<file path="src/rtl/kbd_pkg.sv">
// Shared definitions for the keyboard event controller.
//   - event type codes delivered by the PS/2 driver
//   - scan codes of the tracked modifier keys
//   - FSM state encodings
//   - FIFO entry layout {mods[2:0], brk, e0, code[7:0]}
package kbd_pkg;

    localparam logic [2:0] TypeMake   = 3'b001;
    localparam logic [2:0] TypeMakeE0 = 3'b010;
    localparam logic [2:0] TypeBrk    = 3'b011;
    localparam logic [2:0] TypeBrkE0  = 3'b100;

    localparam logic [7:0] CodeAlt    = 8'h11;  // left without E0, right with E0
    localparam logic [7:0] CodeLShift = 8'h12;
    localparam logic [7:0] CodeCtrl   = 8'h14;  // left without E0, right with E0
    localparam logic [7:0] CodeRShift = 8'h59;

    localparam logic [1:0] StIdle = 2'd0;
    localparam logic [1:0] StEval = 2'd1;
    localparam logic [1:0] StPush = 2'd2;

    localparam int unsigned EntryW = 13;

    typedef struct packed {
        logic [2:0] mods;  // {alt, ctrl, shift}
        logic       brk;
        logic       e0;
        logic [7:0] code;
    } kbd_entry_t;

    function automatic logic type_valid(input logic [2:0] t);
        return (t == TypeMake) || (t == TypeMakeE0) || (t == TypeBrk) || (t == TypeBrkE0);
    endfunction

endpackage

</file>
<file path="src/rtl/kbd_event_ctrl_if.sv">
// Consumer-side stream of queued keyboard events (valid/ready handshake).
//   out_code/out_brk/out_e0/out_mods : head entry of the event FIFO
//   out_valid                        : FIFO not empty
//   out_ready                        : consumer accepts the head entry
// master = event controller, slave = consumer.
interface kbd_event_ctrl_if;

    logic [7:0] out_code;
    logic       out_brk;
    logic       out_e0;
    logic [2:0] out_mods;
    logic       out_valid;
    logic       out_ready;

    modport master (
        output out_code, out_brk, out_e0, out_mods, out_valid,
        input  out_ready
    );

    modport slave (
        input  out_code, out_brk, out_e0, out_mods, out_valid,
        output out_ready
    );

endinterface

</file>
<file path="src/rtl/kbd_evt_fifo.sv">
// Synchronous first-word-fall-through FIFO for keyboard event entries.
//   clk, rst     : clock, asynchronous active-low reset
//   push, wdata  : write request and data; accepted when not full or when popping
//   pop, rdata   : read request; rdata is the registered head entry
//   full, empty  : occupancy flags
//   count        : current occupancy (0..DEPTH)
// DEPTH must be a power of two so the pointers wrap naturally.
module kbd_evt_fifo #(
    parameter int unsigned WIDTH = 13,
    parameter int unsigned DEPTH = 8
) (
    input  logic                     clk,
    input  logic                     rst,
    input  logic                     push,
    input  logic [WIDTH-1:0]         wdata,
    input  logic                     pop,
    output logic [WIDTH-1:0]         rdata,
    output logic                     full,
    output logic                     empty,
    output logic [$clog2(DEPTH):0]   count
);

    localparam int unsigned AW = $clog2(DEPTH);
    localparam int unsigned CW = AW + 1;

    logic [WIDTH-1:0] mem_q [DEPTH];
    logic [AW-1:0]    wr_ptr_q, rd_ptr_q;
    logic [CW-1:0]    cnt_q;
    logic             wr_en, rd_en;

    assign full  = (cnt_q == CW'(DEPTH));
    assign empty = (cnt_q == '0);
    // A full FIFO still takes a write when the head leaves in the same cycle.
    assign wr_en = push && (!full || pop);
    assign rd_en = pop && !empty;
    assign rdata = mem_q[rd_ptr_q];
    assign count = cnt_q;

    always_ff @(posedge clk or negedge rst) begin
        if (!rst) begin
            for (int unsigned i = 0; i < DEPTH; i++) begin
                mem_q[i] <= '0;
            end
            wr_ptr_q <= '0;
            rd_ptr_q <= '0;
            cnt_q    <= '0;
        end else begin
            if (wr_en) begin
                mem_q[wr_ptr_q] <= wdata;
                wr_ptr_q        <= wr_ptr_q + AW'(1);
            end
            if (rd_en) begin
                rd_ptr_q <= rd_ptr_q + AW'(1);
            end
            case ({wr_en, rd_en})
                2'b10:   cnt_q <= cnt_q + CW'(1);
                2'b01:   cnt_q <= cnt_q - CW'(1);
                default: cnt_q <= cnt_q;
            endcase
        end
    end

endmodule

</file>
<file path="src/rtl/kbd_event_ctrl.sv">
// Keyboard event controller between the PS/2 driver and its consumers.
// Tracks left/right Shift/Ctrl/Alt, filters typematic repeats, queues events.
//   clk, rst          : clock, asynchronous active-low reset
//   ev_code/ev_type   : decoded scan event, qualified by the one-cycle ev_stb
//   ev_perr           : driver parity error (edge-detected)
//   out_bus           : FIFO head stream (valid/ready)
//   mods              : live {alt, ctrl, shift}
//   fifo_cnt          : FIFO occupancy
//   ovf, ovf_clr      : sticky drop/overflow flag and its clear
//   err_cnt           : saturating count of parity-error rising edges
module kbd_event_ctrl
    import kbd_pkg::*;
#(
    parameter int unsigned DEPTH     = 8,
    parameter bit          REPEAT_EN = 1'b0,
    parameter bit          PASS_MODS = 1'b1
) (
    input  logic                   clk,
    input  logic                   rst,
    input  logic [7:0]             ev_code,
    input  logic [2:0]             ev_type,
    input  logic                   ev_stb,
    input  logic                   ev_perr,
    kbd_event_ctrl_if.master       out_bus,
    output logic [2:0]             mods,
    output logic [$clog2(DEPTH):0] fifo_cnt,
    output logic                   ovf,
    input  logic                   ovf_clr,
    output logic [7:0]             err_cnt
);

    logic [1:0] state_q, state_d;
    logic [7:0] code_q;
    logic [2:0] type_q;
    logic [8:0] held_q, held_d;      // {e0, code} of the last non-repeat make
    logic       held_vld_q, held_vld_d;
    logic [5:0] side_q, side_d;      // {alt_r, alt_l, ctrl_r, ctrl_l, shift_r, shift_l}
    logic       perr_q;
    logic [7:0] err_cnt_q;
    logic       ovf_q;

    logic       brk, e0, is_mod, is_repeat, drop;
    logic [8:0] key;
    logic [5:0] mod_mask;
    logic       accept, perr_rise, ovf_set;
    logic       push, pop, full, empty;
    kbd_entry_t wr_entry, rd_entry;

    assign accept    = (state_q == StIdle) && ev_stb && type_valid(ev_type);
    assign perr_rise = ev_perr && !perr_q;
    assign mods      = {side_q[5] | side_q[4], side_q[3] | side_q[2], side_q[1] | side_q[0]};

    // Decode of the latched event; meaningful in EVAL and PUSH.
    always_comb begin
        brk      = (type_q == TypeBrk) || (type_q == TypeBrkE0);
        e0       = (type_q == TypeMakeE0) || (type_q == TypeBrkE0);
        key      = {e0, code_q};
        mod_mask = 6'b000000;
        if (!e0 && (code_q == CodeLShift)) begin
            mod_mask = 6'b000001;
        end else if (!e0 && (code_q == CodeRShift)) begin
            mod_mask = 6'b000010;
        end else if (code_q == CodeCtrl) begin
            mod_mask = e0 ? 6'b001000 : 6'b000100;
        end else if (code_q == CodeAlt) begin
            mod_mask = e0 ? 6'b100000 : 6'b010000;
        end
        is_mod    = |mod_mask;
        is_repeat = !brk && held_vld_q && (key == held_q);
        drop      = (is_repeat && !REPEAT_EN) || (is_mod && !PASS_MODS);
    end

    always_comb begin
        state_d    = state_q;
        side_d     = side_q;
        held_d     = held_q;
        held_vld_d = held_vld_q;
        case (state_q)
            StIdle: begin
                if (accept) begin
                    state_d = StEval;
                end
            end
            StEval: begin
                side_d = brk ? (side_q & ~mod_mask) : (side_q | mod_mask);
                if (!brk && !is_repeat) begin
                    held_d     = key;
                    held_vld_d = 1'b1;
                end else if (brk && (key == held_q)) begin
                    held_vld_d = 1'b0;
                end
                state_d = drop ? StIdle : StPush;
            end
            StPush: begin
                state_d = StIdle;
            end
            default: begin
                state_d = StIdle;
            end
        endcase
        // A parity error means the next make cannot be trusted as a repeat.
        if (perr_rise) begin
            held_vld_d = 1'b0;
        end
    end

    always_comb begin
        wr_entry.mods = mods;  // already updated on the EVAL exit edge
        wr_entry.brk  = brk;
        wr_entry.e0   = e0;
        wr_entry.code = code_q;
    end

    assign push    = (state_q == StPush);
    assign pop     = !empty && out_bus.out_ready;
    assign ovf_set = (ev_stb && (state_q != StIdle)) || (push && full && !pop);

    always_ff @(posedge clk or negedge rst) begin
        if (!rst) begin
            state_q    <= StIdle;
            code_q     <= '0;
            type_q     <= '0;
            held_q     <= '0;
            held_vld_q <= 1'b0;
            side_q     <= '0;
            perr_q     <= 1'b0;
            err_cnt_q  <= '0;
            ovf_q      <= 1'b0;
        end else begin
            state_q    <= state_d;
            held_q     <= held_d;
            held_vld_q <= held_vld_d;
            side_q     <= side_d;
            perr_q     <= ev_perr;
            if (accept) begin
                code_q <= ev_code;
                type_q <= ev_type;
            end
            if (perr_rise && (err_cnt_q != 8'hFF)) begin
                err_cnt_q <= err_cnt_q + 8'd1;
            end
            if (ovf_set) begin
                ovf_q <= 1'b1;
            end else if (ovf_clr) begin
                ovf_q <= 1'b0;
            end
        end
    end

    kbd_evt_fifo #(
        .WIDTH(EntryW),
        .DEPTH(DEPTH)
    ) u_fifo (
        .clk  (clk),
        .rst  (rst),
        .push (push),
        .wdata(wr_entry),
        .pop  (pop),
        .rdata(rd_entry),
        .full (full),
        .empty(empty),
        .count(fifo_cnt)
    );

    assign out_bus.out_code  = rd_entry.code;
    assign out_bus.out_brk   = rd_entry.brk;
    assign out_bus.out_e0    = rd_entry.e0;
    assign out_bus.out_mods  = rd_entry.mods;
    assign out_bus.out_valid = !empty;
    assign ovf               = ovf_q;
    assign err_cnt           = err_cnt_q;

endmodule

</file>
<file path="src/flat_wrapper.sv">
// flat-port wrapper written by rule: the top's interface ports become plain ports
module kbd_event_ctrl_flat import kbd_pkg::*;
#(
    parameter int unsigned DEPTH     = 8,
    parameter bit          REPEAT_EN = 1'b0,
    parameter bit          PASS_MODS = 1'b1
)
  (clk, rst, ev_code, ev_type, ev_stb, ev_perr, mods, fifo_cnt, ovf, ovf_clr, err_cnt, out_bus_out_code, out_bus_out_brk, out_bus_out_e0, out_bus_out_mods, out_bus_out_valid, out_bus_out_ready);
  kbd_event_ctrl_if out_bus_i ();
  input  logic clk;
  input  logic rst;
  input  logic [7:0] ev_code;
  input  logic [2:0] ev_type;
  input  logic ev_stb;
  input  logic ev_perr;
  output logic [2:0] mods;
  output logic [$clog2(DEPTH):0] fifo_cnt;
  output logic ovf;
  input  logic ovf_clr;
  output logic [7:0] err_cnt;
  output wire logic [$bits(out_bus_i.out_code)-1:0] out_bus_out_code;
  output wire logic [$bits(out_bus_i.out_brk)-1:0] out_bus_out_brk;
  output wire logic [$bits(out_bus_i.out_e0)-1:0] out_bus_out_e0;
  output wire logic [$bits(out_bus_i.out_mods)-1:0] out_bus_out_mods;
  output wire logic [$bits(out_bus_i.out_valid)-1:0] out_bus_out_valid;
  input wire logic [$bits(out_bus_i.out_ready)-1:0] out_bus_out_ready;
  assign out_bus_out_code = out_bus_i.out_code;
  assign out_bus_out_brk = out_bus_i.out_brk;
  assign out_bus_out_e0 = out_bus_i.out_e0;
  assign out_bus_out_mods = out_bus_i.out_mods;
  assign out_bus_out_valid = out_bus_i.out_valid;
  assign out_bus_i.out_ready = out_bus_out_ready;
  kbd_event_ctrl #(.DEPTH(DEPTH), .REPEAT_EN(REPEAT_EN), .PASS_MODS(PASS_MODS)) u_core (.clk(clk), .rst(rst), .ev_code(ev_code), .ev_type(ev_type), .ev_stb(ev_stb), .ev_perr(ev_perr), .out_bus(out_bus_i), .mods(mods), .fifo_cnt(fifo_cnt), .ovf(ovf), .ovf_clr(ovf_clr), .err_cnt(err_cnt));
endmodule
</file>
<file path="config.mk">
export PLATFORM = sky130hd
export DESIGN_NAME = kbd_event_ctrl_flat
export DESIGN_NICKNAME = d
export VERILOG_FILES = /design/src/rtl/kbd_pkg.sv /design/src/rtl/kbd_event_ctrl_if.sv /design/src/rtl/kbd_evt_fifo.sv /design/src/rtl/kbd_event_ctrl.sv /design/src/flat_wrapper.sv
export SDC_FILE = /design/constraint.sdc
export NUM_CORES = 1
export LEC_CHECK = 0
export ABC_CLOCK_PERIOD_IN_PS = 3500
export CORE_ASPECT_RATIO = 0.5
export CORE_MARGIN = 2
export CORE_UTILIZATION = 55
export CTS_BUF_LIST = sky130_fd_sc_hd__clkbuf_8
export CTS_CLUSTER_DIAMETER = 60
export CTS_CLUSTER_SIZE = 30
export DETAILED_ROUTE_END_ITERATION = 12
export DONT_BUFFER_PORTS = 1
export PLACE_DENSITY = 0.7
export SYNTH_ARGS = -nofsm -noshare
export SYNTH_HDL_FRONTEND = slang
export SYNTH_SLANG_ARGS = --single-unit
</file>
<file path="constraint.sdc">
create_clock -name clk -period 3.5 [get_ports clk]
set_input_delay 0 -clock clk [delete_from_list [all_inputs] [get_ports clk]]
set_output_delay 0 -clock clk [all_outputs]
set_load 0.005 [all_outputs]
</file>
# Yosys cells after proc, flatten, opt, wreduce, memory -nomap -nowiden
# Cells that the tools add are included.
# Widths: inputs -> output; s select.
[classes]
add_sub_neg = 5
n_mul = 0
div = 0
magnitude_cmp = 3
eq_ne = 19
shifts = 0
muxes = 23
n_bitwise = 8
reduce_logical = 40
[ops]
columns = ["operator", "count"]
rows = [
  ["$bwmux 104", 1],
  ["$bmux 13 s3", 1],
  ["$demux 13 s3", 1],
  ["$mux 13", 3],
  ["$mux 6", 6],
  ["$eq 8x5->1 const B", 3],
  ["$logic_and 1x1->1", 17],
  ["$eq 3x2->1 const B", 4],
  ["$eq 9x9->1", 1],
  ["$add 8x1->8 const B", 1],
  ["$eq 8x7->1 const B", 1],
  ["$ge 4x4->1 const B", 2],
  ["$ne 8x8->1 const B", 1],
  ["$not 3->4", 2],
  ["$pmux 4 s2", 1],
  ["$reduce_bool 2->1", 4],
  ["$logic_not 1->1", 7],
  ["$logic_or 1x1->1", 7],
  ["$add 3x1->3 const B", 2],
  ["$and 6x6->6", 1],
  ["$eq 3x3->1 const B", 2],
  ["$mux 1", 6],
  ["$not 6->6", 1],
  ["$or 6x6->6", 1],
  ["16 further kinds", 22],
]
[word_totals]
register_bits = 153
latchBits = 0
ramBits = 0
rom_bits = 0
input_bits = 17
output_inout_bits = 30
elab_cells = 118
memories = 0

# Depth between registers and ports, before layout
[logic_depth]
word_depth = 10
mapped_depth = 12

# By module
# A second synthesis with hierarchy kept.
[unflattened]
hier_cells = 479
hier_area_um2 = 7287.0
[modules_own_cells]
columns = ["mod", "instances", "cells_each", "area_each_um2"]
rows = [
  ["kbd_evt_fifo", 1, 332, 5442.7],
  ["kbd_event_ctrl", 1, 147, 1844.3],
]

# Least setup slack after synthesis
# OpenSTA, ideal clock, no wires.
[synth_path]
kind = "flip-flop to flip-flop"
startpoint = "reg u_core.u_fifo.cnt_q[1] (netlist: u_core.u_fifo.count[1])"
endpoint = "reg u_core.u_fifo.cnt_q[2] (netlist: u_core.u_fifo.count[2])"
setup_ns = 0.129
arrival_time_ns = 2.139
slack_ns = 1.232
path_stages_with_launch = 13
n_path_buf = 2
synth_period_minus_slack_ns = 2.268
cell_sequence = "dfrtp_1 > buf_2 > nor3_2 > buf_6 > a21oi_1 > inv_1 > ha_1 > xor2_1 > ha_1 > a21oi_1 > xor2_1 > nor2_1 > xor2_1"
[synth_via]
elab_chain_cells = 7
elab_cells_between_ends = 14
classes_between = "add/sub (2); eq/ne (3); mux (1); reduce/logical (8)"
[synth_lines]
columns = ["element", "line_no", "rtl"]
rows = [
  ["start: declaration", "kbd_evt_fifo.sv:28", "logic [CW-1:0] cnt_q;"],
  ["start signal: assignment", "kbd_evt_fifo.sv:56", "2'b10: cnt_q <= cnt_q + CW'(1);"],
  ["start signal: assignment", "kbd_evt_fifo.sv:57", "2'b01: cnt_q <= cnt_q - CW'(1);"],
  ["start signal: assignment", "kbd_evt_fifo.sv:58", "default: cnt_q <= cnt_q;"],
  ["$logic_not 4->1", "kbd_evt_fifo.sv:32", "assign empty = (cnt_q == '0);"],
  ["$logic_not 1->1", "kbd_evt_fifo.sv:35, kbd_event_ctrl.sv:115", ""],
  ["$logic_and 1x1->1", "kbd_event_ctrl.sv:115", "assign pop = !empty && out_bus.out_ready;"],
  ["$logic_or 1x1->1", "kbd_evt_fifo.sv:34", "assign wr_en = push && (!full || pop);"],
  ["$logic_and 1x1->1", "kbd_evt_fifo.sv:34", ""],
  ["$eq 2x1->1 or $eq 2x2->1 (tied branches)", "kbd_evt_fifo.sv:55", "case ({wr_en, rd_en})"],
  ["$pmux 4 s2 or $reduce_bool 2->1 (tied branches)", "--", ""],
]
# Parallel ways exist; a longest one is shown, timed or not.
# A chain may end at the register's enable or synchronous reset.

# Final worst setup path
[layout_path]
startpoint = "reg u_core.state_q[0]"
endpoint = "reg u_core.u_fifo.cnt_q[2] (netlist: u_core.u_fifo.count[2])"
[layout_via]
elab_chain_cells = 4
elab_cells_between_ends = 6
classes_between = "eq/ne (3); mux (1); reduce/logical (2)"
[layout_lines]
columns = ["element", "line_no", "rtl"]
rows = [
  ["start: declaration", "kbd_event_ctrl.sv:32", "logic [1:0] state_q, state_d;"],
  ["start signal: assignment", "kbd_event_ctrl.sv:120", "state_q <= StIdle;"],
  ["start signal: assignment", "kbd_event_ctrl.sv:130", "state_q <= state_d;"],
  ["$eq 2x2->1 (*)", "kbd_event_ctrl.sv:114", "assign push = (state_q == StPush);"],
  ["$logic_and 1x1->1 (*)", "kbd_evt_fifo.sv:34", ""],
  ["$eq 2x1->1 or $eq 2x2->1 (tied branches)", "kbd_evt_fifo.sv:55", ""],
  ["$pmux 4 s2 or $reduce_bool 2->1 (tied branches)", "--", ""],
]
# Every way passes the cells marked *; elsewhere a longest branch is shown, timed or not.

==> summary.txt <==
Max-Cap Viols = 0
Failing checks = DRC, hold timing
Filler cells = 1009
First drt pass iteration count = 9
Sequential share of the synthesized area = 52.1%
Final net count = 601
Die ar. = 0.0144 mm2
Clk buf depth = 2
Comb pwr share = 31.9%
Maximum clock rate = 0.381 GHz
Via/cell ratio = 5.90
CTS tree = yes
Post-Syn Area = 0.00735 mm2
Wire per inst = 19.6 um
Number of global-route vias before repair = 4555
Setup TNS = 0 ns
Worst ir drop on vdd = 0.362 mV
Max_slew headroom = 16.7%
Gr ovfl total = 0
Final ANT Viol Nets = 0
Setup crit start kind = register
Tcrit/Tclk final = 75.0%
Dpl hpwl = 9.28 mm
Routability Congestion = 0.740
Critical Path AT = 2.95 ns
CP required = 3.83 ns
DRC viols = 6
Clock Tree Root = clkbuf_8
Asr flop ratio synth = 100%
Worst-Margin Slew = 1.25 ns
Fin. max-slew vios = 0
Initial drt markers = 375
Mean Syn Cell Area = 12.8 um2
Status = complete, but fails checks
Leak = 0.00345 uW
DP Worst Slack = 0.893 ns
Area of the core = 0.0128 mm2
Post-CTS Hold Buffers = 15
Net Sw Frac = 35.5%
CTS Buf Count = 17
Fin crit period = 2.62 ns
Power Density = 849 mW/mm2
Number of synthesized flops with an enable pin = 0
Clock power frac = 20.7%
Crit Path Category = register to register
P_int = 4370 uW
Clk pin slew, worst setup/hold paths = 0.09 ns
CP endpoint kind = register
GRT Util Overall = 22.6%
Final WL = 14.9 mm
Final Setup Violations = 0
Post-CTS Setup Inserts = 0
R2R cell count = 10
Initial core utilization = 57.2%
Psw = 2400 uW
RSZ-0062 raised after global routing = no
Worst Skew = 0.0167 ns
Post-CTS sizing = 0
DR vias = 4488
Final Hold Viols = 153
Top_reg_cell synth = dfrtp_1
Netlist cell types = 48
Ant. Diodes = 0
FF+latch count, synth = 153
Sequential share of power = 47.5%
Row cnt = 29
Hold_ws = -0.757 ns
HP Class = input pin to async pin
Post-Synthesis Cells = 574
Synthesized Nets = 597
Crit path max fanout = 9
Worst-Skew Late Latency = 0.45 ns
# IOs = 47
Layout cells sized above 1 = 29.8%
Area growth from synthesis to final layout = 8.46%
Port bufs = 0
Pin count of the biggest net entering global routing = 154
YS warnings = 0
First-pass GRT wire length = 24.9 mm
Number of clock sinks = 153
Die height = 85.8 um
Initial antenna violation count = 0
Die width = 168 um
H-Tree Depth = 4
Fin worst setup slack = 0.876 ns
## synthesized netlist by cell type (all sizes together), types with 8 or more instances
library cell | instances | area, um2
buf | 25 | 168
nor2 | 26 | 97.6
a21oi | 30 | 150
xnor2 | 10 | 87.6
mux2 | 102 | 1150
o21ai | 23 | 115
xor2 | 17 | 149
mux4 | 26 | 586
nand2b | 10 | 62.6
dfrtp | 153 | 3830
clkbuf | 15 | 57.6
nand4 | 9 | 56.3
o211ai | 8 | 60.1
inv | 8 | 30.0
nand2 | 53 | 199
## power by group through the flow
stage | sequential [uW] | clock (uW) | combinational, uW
after CTS | 3220 | 1420 | 2190
after floorplan | 2840 | 0 | 2030
after detailed placement | 3250 | 0 | 2160
after global routing | 3340 | 1500 | 2400
after global placement | 3220 | 0 | 2090
final | 3210 | 1400 | 2160
## worst max-delay path: stages (launching register included)
cell      delay (ns)
dfrtp_1         0.42
nand2b_1        0.41
a21oi_1         0.43
inv_1           0.12
ha_1            0.28
xor2_1          0.17
ha_1            0.19
a21oi_1         0.14
xor2_1          0.15
nor2_1          0.06
xor2_1          0.14
## final timing paths
check                                                    startpoint                                    end  slack (ns)
worst max-delay path                  u_core.state_q[0]$_DFFE_PN0P_     u_core.u_fifo.count[2]$_DFFE_PN0P_        0.88
worst min-delay path                                            rst          u_core.err_cnt[2]$_DFFE_PN0P_       -0.76
worst max register to register        u_core.state_q[0]$_DFFE_PN0P_     u_core.u_fifo.count[2]$_DFFE_PN0P_        0.88
worst min register to register  u_core.u_fifo.mem_q[12]$_DFFE_PN0P_    u_core.u_fifo.mem_q[12]$_DFFE_PN0P_        0.48
max in group asynchronous                                       rst  u_core.u_fifo.rd_ptr_q[0]$_DFFE_PN0P_        4.00
min in group clk                                             ev_stb          u_core.state_q[0]$_DFFE_PN0P_        0.13
## cells in the final DEF (no fill, tap or decap), drive strengths merged, types with 5 or more instances in the layout
master and count:
nor2 26, o211ai 8, buf 10, clkbuf 17, mux4 26, dfrtp 153
nand4 9, a21oi 30, inv 19, nand2b 10, ha 6, xor2 17
nand2 53, xnor2 10, o21ai 23, mux2 102, nor3 5, nand3 6
dlygate4sd3 15
## sequential cells by signal, indices dropped and copies added, names as in the netlist, named ones only
name                    cells
u_core.u_fifo.rd_ptr_q      3
u_core.perr_q               1
u_core.held_vld_q           1
u_core.err_cnt              8
u_core.u_fifo.count         4
u_core.held_q               9
u_core.type_q               3
u_core.code_q               8
u_core.u_fifo.wr_ptr_q      3
u_core.u_fifo.mem_q       104
u_core.ovf                  1
u_core.state_q              2
## routing by layer
metal | up-vias | track usage [%] | wire length (um)
met5 | - | 0 | 0
met4 | 0 | 6.09 | 79
met3 | 8 | 5.58 | 1020
met2 | 90 | 34.9 | 6820
met1 | 2313 | 32.6 | 6990
li1 | 2077 | - | -
## through the flow
stage	total power, uW	hold WS [ns]	util, %	area, um2	instances
global route	7240	-0.785	62.1	7970	761
global placement	5310	-0.291	57.7	7420	714
floorplan	4870	-0.296	-	7350	574
detailed placement	5410	-0.292	57.7	7420	714
finish	6770	-0.757	62.1	7970	761
CTS	6820	-0.774	62.1	7970	761
## kinds of logic (layout without fill, tap and decap cells)
logic type,count (synthesis),after routing,share of synthesized area (%)
buffers and inverters,48,65,3.47
XOR/XNOR,27,27,3.22
adder cells (fa/ha/maj),6,6,1.02
multiplexers,128,128,23.6
AO/OA/AOI/OAI,81,81,7.78
flip-flops,153,153,52.1
AND/OR/NAND/NOR,131,131,8.85
## layout make-up
class | count | area, um2 | area share [%]
well taps | 170 | 213 | 2.67
clock inverters | 15 | 174 | 2.18
flip-flops and latches | 153 | 3830 | 48.0
multi-input cells | 373 | 3270 | 41.0
inverters | 8 | 30.0 | 0.377
clock buffers | 17 | 234 | 2.93
repair buffers | 25 | 225 | 2.82
Power figures use the tool's default switching activity.
